===== config.mk =====
export PLATFORM = sky130hd
export DESIGN_NAME = fifo_stream_arbiter
export DESIGN_NICKNAME = d
export VERILOG_FILES = /design/src/rtl/fifo_stream_arbiter.sv
export SDC_FILE = /design/constraint.sdc
export NUM_CORES = 1
export LEC_CHECK = 0
export CAP_MARGIN = 30
export CELL_PAD_IN_SITES_DETAIL_PLACEMENT = 0
export CELL_PAD_IN_SITES_GLOBAL_PLACEMENT = 1
export CORE_ASPECT_RATIO = 0.7
export CORE_UTILIZATION = 34
export CTS_CLUSTER_SIZE = 40
export DETAILED_ROUTE_END_ITERATION = 10
export GPL_TIMING_DRIVEN = 0
export PLACE_DENSITY = 0.86
export SETUP_SLACK_MARGIN = 0.15
export SYNTH_ARGS = -nofsm -noshare
export SYNTH_HDL_FRONTEND = slang
export SYNTH_SLANG_ARGS = --single-unit

===== constraint.sdc =====
create_clock -name BUS_CLK -period 2.8 [get_ports BUS_CLK]
set_clock_uncertainty 0.1 [all_clocks]
set_input_delay 0.56 -clock BUS_CLK [delete_from_list [all_inputs] [get_ports BUS_CLK]]
set_output_delay 0.56 -clock BUS_CLK [all_outputs]
set_load 0.02 [all_outputs]

===== src/rtl/fifo_stream_arbiter.sv =====
// fifo_stream_arbiter
//   Round-robin merge of NUM_SRC first-word-fall-through 32-bit streams into
//   one registered 32-bit stream feeding the SRAM FIFO core.
//
// Ports
//   BUS_CLK, BUS_RST        : clock, synchronous active-high reset
//   BUS_ADD/DATA_IN/RD/WR   : register bus (0 VERSION / soft reset, 1 EN_MASK,
//                             2 MAX_BURST, 3..6 WORD_CNT bytes)
//   BUS_DATA_OUT            : registered read data, one cycle latency
//   SRC_EMPTY/SRC_DATA      : per-source FWFT streams, source i at [32i+31:32i]
//   SRC_READ                : per-source pop strobe
//   FIFO_READ_NEXT_IN       : downstream accepts FIFO_DATA_OUT
//   FIFO_EMPTY_OUT/DATA_OUT : merged output stream
module fifo_stream_arbiter #(
  parameter int unsigned NUM_SRC = 4,
  parameter logic [7:0]  VERSION = 8'd1
) (
  input  logic                   BUS_CLK,
  input  logic                   BUS_RST,
  input  logic [15:0]            BUS_ADD,
  input  logic [7:0]             BUS_DATA_IN,
  input  logic                   BUS_RD,
  input  logic                   BUS_WR,
  output logic [7:0]             BUS_DATA_OUT,
  input  logic [NUM_SRC-1:0]     SRC_EMPTY,
  input  logic [32*NUM_SRC-1:0]  SRC_DATA,
  output logic [NUM_SRC-1:0]     SRC_READ,
  input  logic                   FIFO_READ_NEXT_IN,
  output logic                   FIFO_EMPTY_OUT,
  output logic [31:0]            FIFO_DATA_OUT
);

  localparam int unsigned GW = (NUM_SRC > 1) ? $clog2(NUM_SRC) : 1;

  typedef enum logic {IDLE, BURST} state_t;

  state_t        state_q, state_d;
  logic [GW-1:0] grant_q, grant_d;
  logic [GW-1:0] last_q, last_d;
  logic [7:0]    burst_cnt_q, burst_cnt_d;
  logic          out_valid_q, out_valid_d;
  logic [31:0]   out_data_q, out_data_d;
  logic [7:0]    en_mask_q, en_mask_d;
  logic [7:0]    max_burst_q, max_burst_d;
  logic [31:0]   word_cnt_q, word_cnt_d;
  logic [23:0]   cnt_buf_q, cnt_buf_d;
  logic [7:0]    bus_data_q, bus_data_d;

  logic               rst;
  logic [NUM_SRC-1:0] req;
  logic               req_grant;
  logic [31:0]        grant_data;
  logic               can_load;
  logic               pop;
  logic               out_xfer;
  logic               rr_found;
  logic [GW-1:0]      rr_pick;
  logic [GW-1:0]      cand;

  assign rst      = BUS_RST | (BUS_WR && (BUS_ADD == 16'd0));
  assign req      = ~SRC_EMPTY & en_mask_q[NUM_SRC-1:0];
  assign can_load = !out_valid_q || FIFO_READ_NEXT_IN;
  assign out_xfer = out_valid_q && FIFO_READ_NEXT_IN;

  // Pop is masked by reset so no source word is consumed and then lost.
  assign pop = !rst && (state_q == BURST) && req_grant && can_load;

  assign FIFO_EMPTY_OUT = !out_valid_q;
  assign FIFO_DATA_OUT  = out_data_q;
  assign BUS_DATA_OUT   = bus_data_q;

  // Granted-source request and data select.
  always_comb begin
    req_grant  = 1'b0;
    grant_data = '0;
    for (int unsigned i = 0; i < NUM_SRC; i++) begin
      if (grant_q == GW'(i)) begin
        req_grant  = req[i];
        grant_data = SRC_DATA[32*i +: 32];
      end
    end
  end

  always_comb begin
    SRC_READ = '0;
    for (int unsigned i = 0; i < NUM_SRC; i++) begin
      if (pop && (grant_q == GW'(i))) SRC_READ[i] = 1'b1;
    end
  end

  // Rotating priority: first requester after last, wrapping through last itself.
  always_comb begin
    rr_found = 1'b0;
    rr_pick  = last_q;
    cand     = '0;
    for (int unsigned k = 1; k <= NUM_SRC; k++) begin
      cand = GW'((32'(last_q) + k) % NUM_SRC);
      if (!rr_found && req[cand]) begin
        rr_found = 1'b1;
        rr_pick  = cand;
      end
    end
  end

  always_comb begin
    state_d     = state_q;
    grant_d     = grant_q;
    last_d      = last_q;
    burst_cnt_d = burst_cnt_q;
    out_valid_d = out_valid_q;
    out_data_d  = out_data_q;
    en_mask_d   = en_mask_q;
    max_burst_d = max_burst_q;
    word_cnt_d  = word_cnt_q;
    cnt_buf_d   = cnt_buf_q;
    bus_data_d  = bus_data_q;

    case (state_q)
      IDLE: begin
        if (rr_found) begin
          grant_d     = rr_pick;
          burst_cnt_d = '0;
          state_d     = BURST;
        end
      end
      BURST: begin
        if (!req_grant) begin
          state_d = IDLE;
          last_d  = grant_q;
        end else if (pop) begin
          burst_cnt_d = burst_cnt_q + 8'd1;
          if ((max_burst_q != 8'd0) && (burst_cnt_q == max_burst_q - 8'd1)) begin
            state_d = IDLE;
            last_d  = grant_q;
          end
        end
      end
      default: state_d = IDLE;
    endcase

    if (pop) begin
      out_data_d  = grant_data;
      out_valid_d = 1'b1;
    end else if (out_xfer) begin
      out_valid_d = 1'b0;
    end

    if (out_xfer) word_cnt_d = word_cnt_q + 32'd1;

    if (BUS_WR) begin
      case (BUS_ADD)
        16'd1:   en_mask_d   = BUS_DATA_IN;
        16'd2:   max_burst_d = BUS_DATA_IN;
        default: ;
      endcase
    end

    // Reading the low byte snapshots the upper bytes so a multi-read is coherent.
    if (BUS_RD) begin
      case (BUS_ADD)
        16'd0: bus_data_d = VERSION;
        16'd1: bus_data_d = en_mask_q;
        16'd2: bus_data_d = max_burst_q;
        16'd3: begin
          bus_data_d = word_cnt_q[7:0];
          cnt_buf_d  = word_cnt_q[31:8];
        end
        16'd4:   bus_data_d = cnt_buf_q[7:0];
        16'd5:   bus_data_d = cnt_buf_q[15:8];
        16'd6:   bus_data_d = cnt_buf_q[23:16];
        default: bus_data_d = '0;
      endcase
    end
  end

  always_ff @(posedge BUS_CLK) begin
    if (rst) begin
      state_q     <= IDLE;
      grant_q     <= '0;
      last_q      <= GW'(NUM_SRC - 1);
      burst_cnt_q <= '0;
      out_valid_q <= 1'b0;
      out_data_q  <= '0;
      en_mask_q   <= '1;
      max_burst_q <= 8'd16;
      word_cnt_q  <= '0;
      cnt_buf_q   <= '0;
      bus_data_q  <= '0;
    end else begin
      state_q     <= state_d;
      grant_q     <= grant_d;
      last_q      <= last_d;
      burst_cnt_q <= burst_cnt_d;
      out_valid_q <= out_valid_d;
      out_data_q  <= out_data_d;
      en_mask_q   <= en_mask_d;
      max_burst_q <= max_burst_d;
      word_cnt_q  <= word_cnt_d;
      cnt_buf_q   <= cnt_buf_d;
      bus_data_q  <= bus_data_d;
    end
  end

endmodule


After elaboration in Yosys (flattened, before gate mapping)
Cells that the tools add are included.
{ "classes": {"addsub": 7, "mul": 0, "div": 0, "order_cmp": 4, "eq_ne": 15, "shifts": 0, "muxes": 43, "bitwise_logic": 4, "reduce_logical": 29} }
{ "op_table": {"columns": ["op", "count"], "rows": [
  ["$mux 32", 4],
  ["$pmux 8 s7", 1],
  ["$eq 16x3->1 const B", 3],
  ["$add 32x1->32 const B", 1],
  ["$eq 16x2->1 const B", 2],
  ["$mux 8", 3],
  ["$mux 1", 22],
  ["$eq 16x1->1 const B", 1],
  ["$logic_not 16->1", 1],
  ["$pmux 8 s2", 1],
  ["$mux 2", 7],
  ["$logic_and 1x1->1", 13],
  ["$lt 2x3->1 const B", 4],
  ["$add 8x1->8 const B", 1],
  ["$bmux 1 s2", 4],
  ["$eq 8x8->1", 1],
  ["$ne 2x1->1 const B", 4],
  ["$reduce_and 2->1", 4],
  ["$reduce_bool 8->1", 1],
  ["$sub 8x1->8 const B", 1],
  ["$reduce_and 3->1", 2],
  ["$logic_not 1->1", 5],
  ["$add 2x1->2 const B", 2],
  ["$add 2x2->2 const B", 2],
  ["11 further kinds", 12]
]} }
{ "totals": {"regBits": 126, "latchBits": 0, "ramBits": 0, "rom_bits": 0, "input_bits": 161, "output_inout_bits": 45, "word_cells": 113, "mem_count": 0} }

Logic depth before layout (Yosys ltp)
Gate-level depths: netlist of run 1.
{ "depth": {"ltp_word": 16, "mapped_depth": 8, "depth_no_buf": 7} }

Worst setup path before layout of run 1
OpenSTA, ideal clock, no wires.
{ "synth_path": {"kind": "input port to output port", "start": "in SRC_EMPTY[3]", "end": "out SRC_READ[0]", "arrival_ps": 2579, "required_time_ps": 2140, "setup_slack_ps": -439, "stages": 7, "path_buffers": 3, "cell_sequence": "nand2b_1 mux4_2 buf_2 or2_1 buf_6 clkbuf_1 nor4_1"} }
{ "synth_via": {"elab_chain_len": 7} }
{ "synth_lines": {"columns": ["item", "line_no", "text"], "rows": [
  ["start: declaration", "25", "input logic [NUM_SRC-1:0] SRC_EMPTY,"],
  ["$not 4->4", "61", "assign req = ~SRC_EMPTY & en_mask_q[NUM_SRC-1:0];"],
  ["$and 4x4->4", "61", null],
  ["$mux 1", "77", "if (grant_q == GW'(i)) begin"],
  ["$logic_and 1x1->1 (2 in series)", "66", "assign pop = !rst && (state_q == BURST) && req_grant && can_load;"],
  ["$logic_and 1x1->1", "87", "if (pop && (grant_q == GW'(i))) SRC_READ[i] = 1'b1;"],
  ["$mux 1", "87", null],
  ["end: declaration", "27", "output logic [NUM_SRC-1:0] SRC_READ,"]
]} }
No other way between the ends.

Final worst setup path of run 1
{ "layout_path": {"start": "reg grant_q[0]", "end": "out SRC_READ[0]"} }
{ "layout_via": {"elab_chain_len": 9, "elab_cells_between_ends": 12, "cone_classes": "3 x eq/ne; 5 x mux; 4 x reduce/logical"} }
{ "layout_lines": {"columns": ["item", "line_no", "text"], "rows": [
  ["start: declaration", "38", "logic [GW-1:0] grant_q, grant_d;"],
  ["start signal: assignment", "191", "grant_q <= grant_d;"],
  ["$logic_not 2->1", "77, 87", null],
  ["$mux 1 (4 in series)", "77", null],
  ["$logic_and 1x1->1 (2 in series)", "66", null],
  ["$logic_and 1x1->1 (*)", "87", null],
  ["$mux 1 (*)", "87", null]
]} }
Every way passes the cells marked *; elsewhere a longest branch is shown, timed or not.

==> flow_summary.json, run 1 <==
{
  "antenna_found_initial": 0,
  "synth_ff_type": "dfxtp_1",
  "ys_seq_area_frac": 0.390,
  "ys_top_cells_by_area": "dfxtp_1 39%, mux4_2 12%, nand2_1 8.7%, a21oi_1 6.0%, mux2i_1 4.0%",
  "die_h_um": 117,
  "via_per_inst": 5.26,
  "violations": "negative setup slack",
  "grt_pass1_vias": 6217,
  "route.top_layer_used": "met4",
  "drt_iter0_drc": 573,
  "worstSetupPathType": "register to primary output",
  "cp-start-kind": "register",
  "setup_ws_ns": -0.121,
  "gr-total-overflow": 0,
  "critPathArrivalTime_ns": 2.26,
  "area_growth_pct": 51.5,
  "cts.path.max_buffers": 2,
  "io_buffers": 204,
  "tightest_slew_ns": 0.755,
  "ys_ff_latch": 126,
  "crit_path_max_fanout": 3,
  "slew_headroom": 0.492,
  "drc": 0,
  "ys_types": 57,
  "drt_pre_antenna_iters": 5,
  "initial_utilization": 0.353,
  "hpwl_um": 16200,
  "path_clk_slew_ns": 0.06,
  "die_w_um": 167,
  "synthCells": 738,
  "n_fill_cell": 1698,
  "vias": 6490,
  "gp_congestion": 0.830,
  "rsz0062_at_grt": "true",
  "gr-usage-all-layers": 0.224,
  "rows": 41,
  "setup_viol_count_final": 4,
  "io_pins": 206,
  "cellLeakagePower_nw": 3.52,
  "cp-end-kind": "primary output",
  "wl_met3_um": 1500,
  "layout-drive-gt1-share": 0.143,
  "status": "finished with violations",
  "power.density_nw_per_um2": 511,
  "postCtsHoldBufs": 0,
  "postRouteAntennaNets": 0,
  "max_clock_freq_mhz": 342,
  "cts_tree": "yes",
  "fin_crit_ns": 2.92,
  "wl_met2_um": 9050,
  "m1WireLength_um": 10700,
  "ys_warn_count": 0,
  "cp_data_required_time_ns": 2.14,
  "synth.top_cell.area_share": 0.390,
  "core_um2": 18300,
  "layout_commonest_cell": "clkdlybuf4s50_1",
  "dieArea_um2": 19600,
  "avgSynthCellArea_um2": 8.76,
  "cts_buffers": 17,
  "root_buffer": "clkbuf_16",
  "worstHoldPathType": "register to register",
  "synth_edf_count": 0,
  "synthArstFlopShare": 0,
  "ir_worst_vdd_v": 0.000382,
  "yosysTopAreaCell": "dfxtp_1",
  "place_ws_ns": -1.51,
  "clock_latency_ns": 0.42,
  "hold_violations": 0,
  "fin_crit_sh": 1.04,
  "cts-htree-levels": 4,
  "final_nets": 1150,
  "final_cell_mix": "182 x clkdlybuf4s50_1, 148 x nand2_1, 121 x dfxtp_1",
  "synth_fp_nets": 903,
  "fin_setup_tns_ns": -0.372,
  "maxCapViolCount": 0,
  "wl_per_cell_um": 17.5,
  "synth_area_um2": 6460,
  "hold_slack_ns": 0.349,
  "grt_pass1_wl_um": 34100,
  "wl_um": 21600,
  "grt_max_degree": 17,
  "drv_slew": 0,
  "clock_sinks": 126,
  "antenna_cells": 0
}
cell usage after synthesis (all sizes together), types with 3 or more instances:
cell	number
nand2	149
dfxtp	126
a21oi	78
nor2	54
clkbuf	45
mux4	33
mux2i	26
xnor2	23
inv	16
o21ai	14
nor4	13
nand3	12
nand4	12
nor3	12
xor2	11
nor2b	9
buf	8
o2bb2ai	8
or3	8
a22oi	7
nand2b	7
and3	6
mux2	6
and4	5
a211oi	4
ha	4
a22o	3
nand4b	3
nor3b	3
o22ai	3
or4	3
area by class of cell:
cell class / instances / area (um2) / area share
Tap cell: 236 / 295 / 0.0302
Sequential cell: 126 / 2540 / 0.259
Clock buffer: 18 / 429 / 0.0439
Multi-Input combinational cell: 543 / 3800 / 0.388
Inverter: 16 / 60.1 / 0.00614
Timing Repair Buffer: 229 / 2200 / 0.225
Buffer: 52 / 332 / 0.0339
Clock inverter: 14 / 135 / 0.0138
sequential cells by signal (all words and copies together), names as in the netlist:
register and cells:
BUS_DATA_OUT 8, FIFO_DATA_OUT 32, burst_cnt_q 8, cnt_buf_q 24, en_mask_q 8, grant_q 2, last_q 2, max_burst_q 8
out_valid_q 1, state_q 1, word_cnt_q 32
power breakdown:
part | switching (mW) | internal [mW] | leakage [nW]
combinational | 0.438 | 0.553 | 2.24
clock | 0.894 | 1.24 | 0.264
sequential | 0.0390 | 1.85 | 1.02
total | 1.37 | 3.63 | 3.52
metal layers:
metal  up-vias  global-route usage
met5         -                   0
met4         0              0.0648
met3        26              0.0503
met2       256               0.319
met1      3074               0.333
li1       3134                   -
critical path: stages (launching register included):
cell	delay [ns]
dfxtp_2	0.32
buf_6	0.09
mux4_2	0.49
buf_6	0.13
or2_1	0.22
buf_6	0.13
clkbuf_16	0.15
nor4_4	0.12
buf_4	0.19
stage by stage:
stage,cells,utilization,total power [mW],cell area (um2)
after floorplan,738,-,2.40,6550
final,1234,0.534,5.01,9790
after global routing,1234,0.534,5.20,9790
after global placement,1178,0.485,2.83,8890
after detailed placement,1178,0.485,2.84,8890
after CTS,1228,0.530,5.02,9710
worst paths after layout:
check / start / depth (start not counted) / endpoint / slack (ns)
setup / recovery: grant_q[0] / 8 / SRC_READ[0] / -0.12
hold / removal: cnt_buf_q[6] / 2 / cnt_buf_q[6] / 0.35
hold reg to reg: cnt_buf_q[6] / 2 / cnt_buf_q[6] / 0.35
setup reg to reg: word_cnt_q[5] / 6 / word_cnt_q[31] / 0.31
kinds of logic (layout without fill, tap and decap cells):
group,Yosys count,in the layout,share of synthesized area
compound gates,137,137,0.131
xor+xnor,34,34,0.0461
fa+ha+maj,4,4,0.00775
buf+inv,69,329,0.0418
flops,126,126,0.390
mux,65,65,0.166
simple gates,303,303,0.217
repair_timing:
item | CTS | global route
gates resized for setup | 92 | 15
pin swaps | 12 | 7
setup buffers | 19 | 5
cloned | 0 | 1
endpoints found under the setup margin | 107 | 7
(Power assumes the default switching activity.)
==> run 2: changes to the inputs <==
- CAP_MARGIN: 30 -> 10
==> results of run 2 <==
The final DEF is identical to that of run 1; final timing and power are the same.
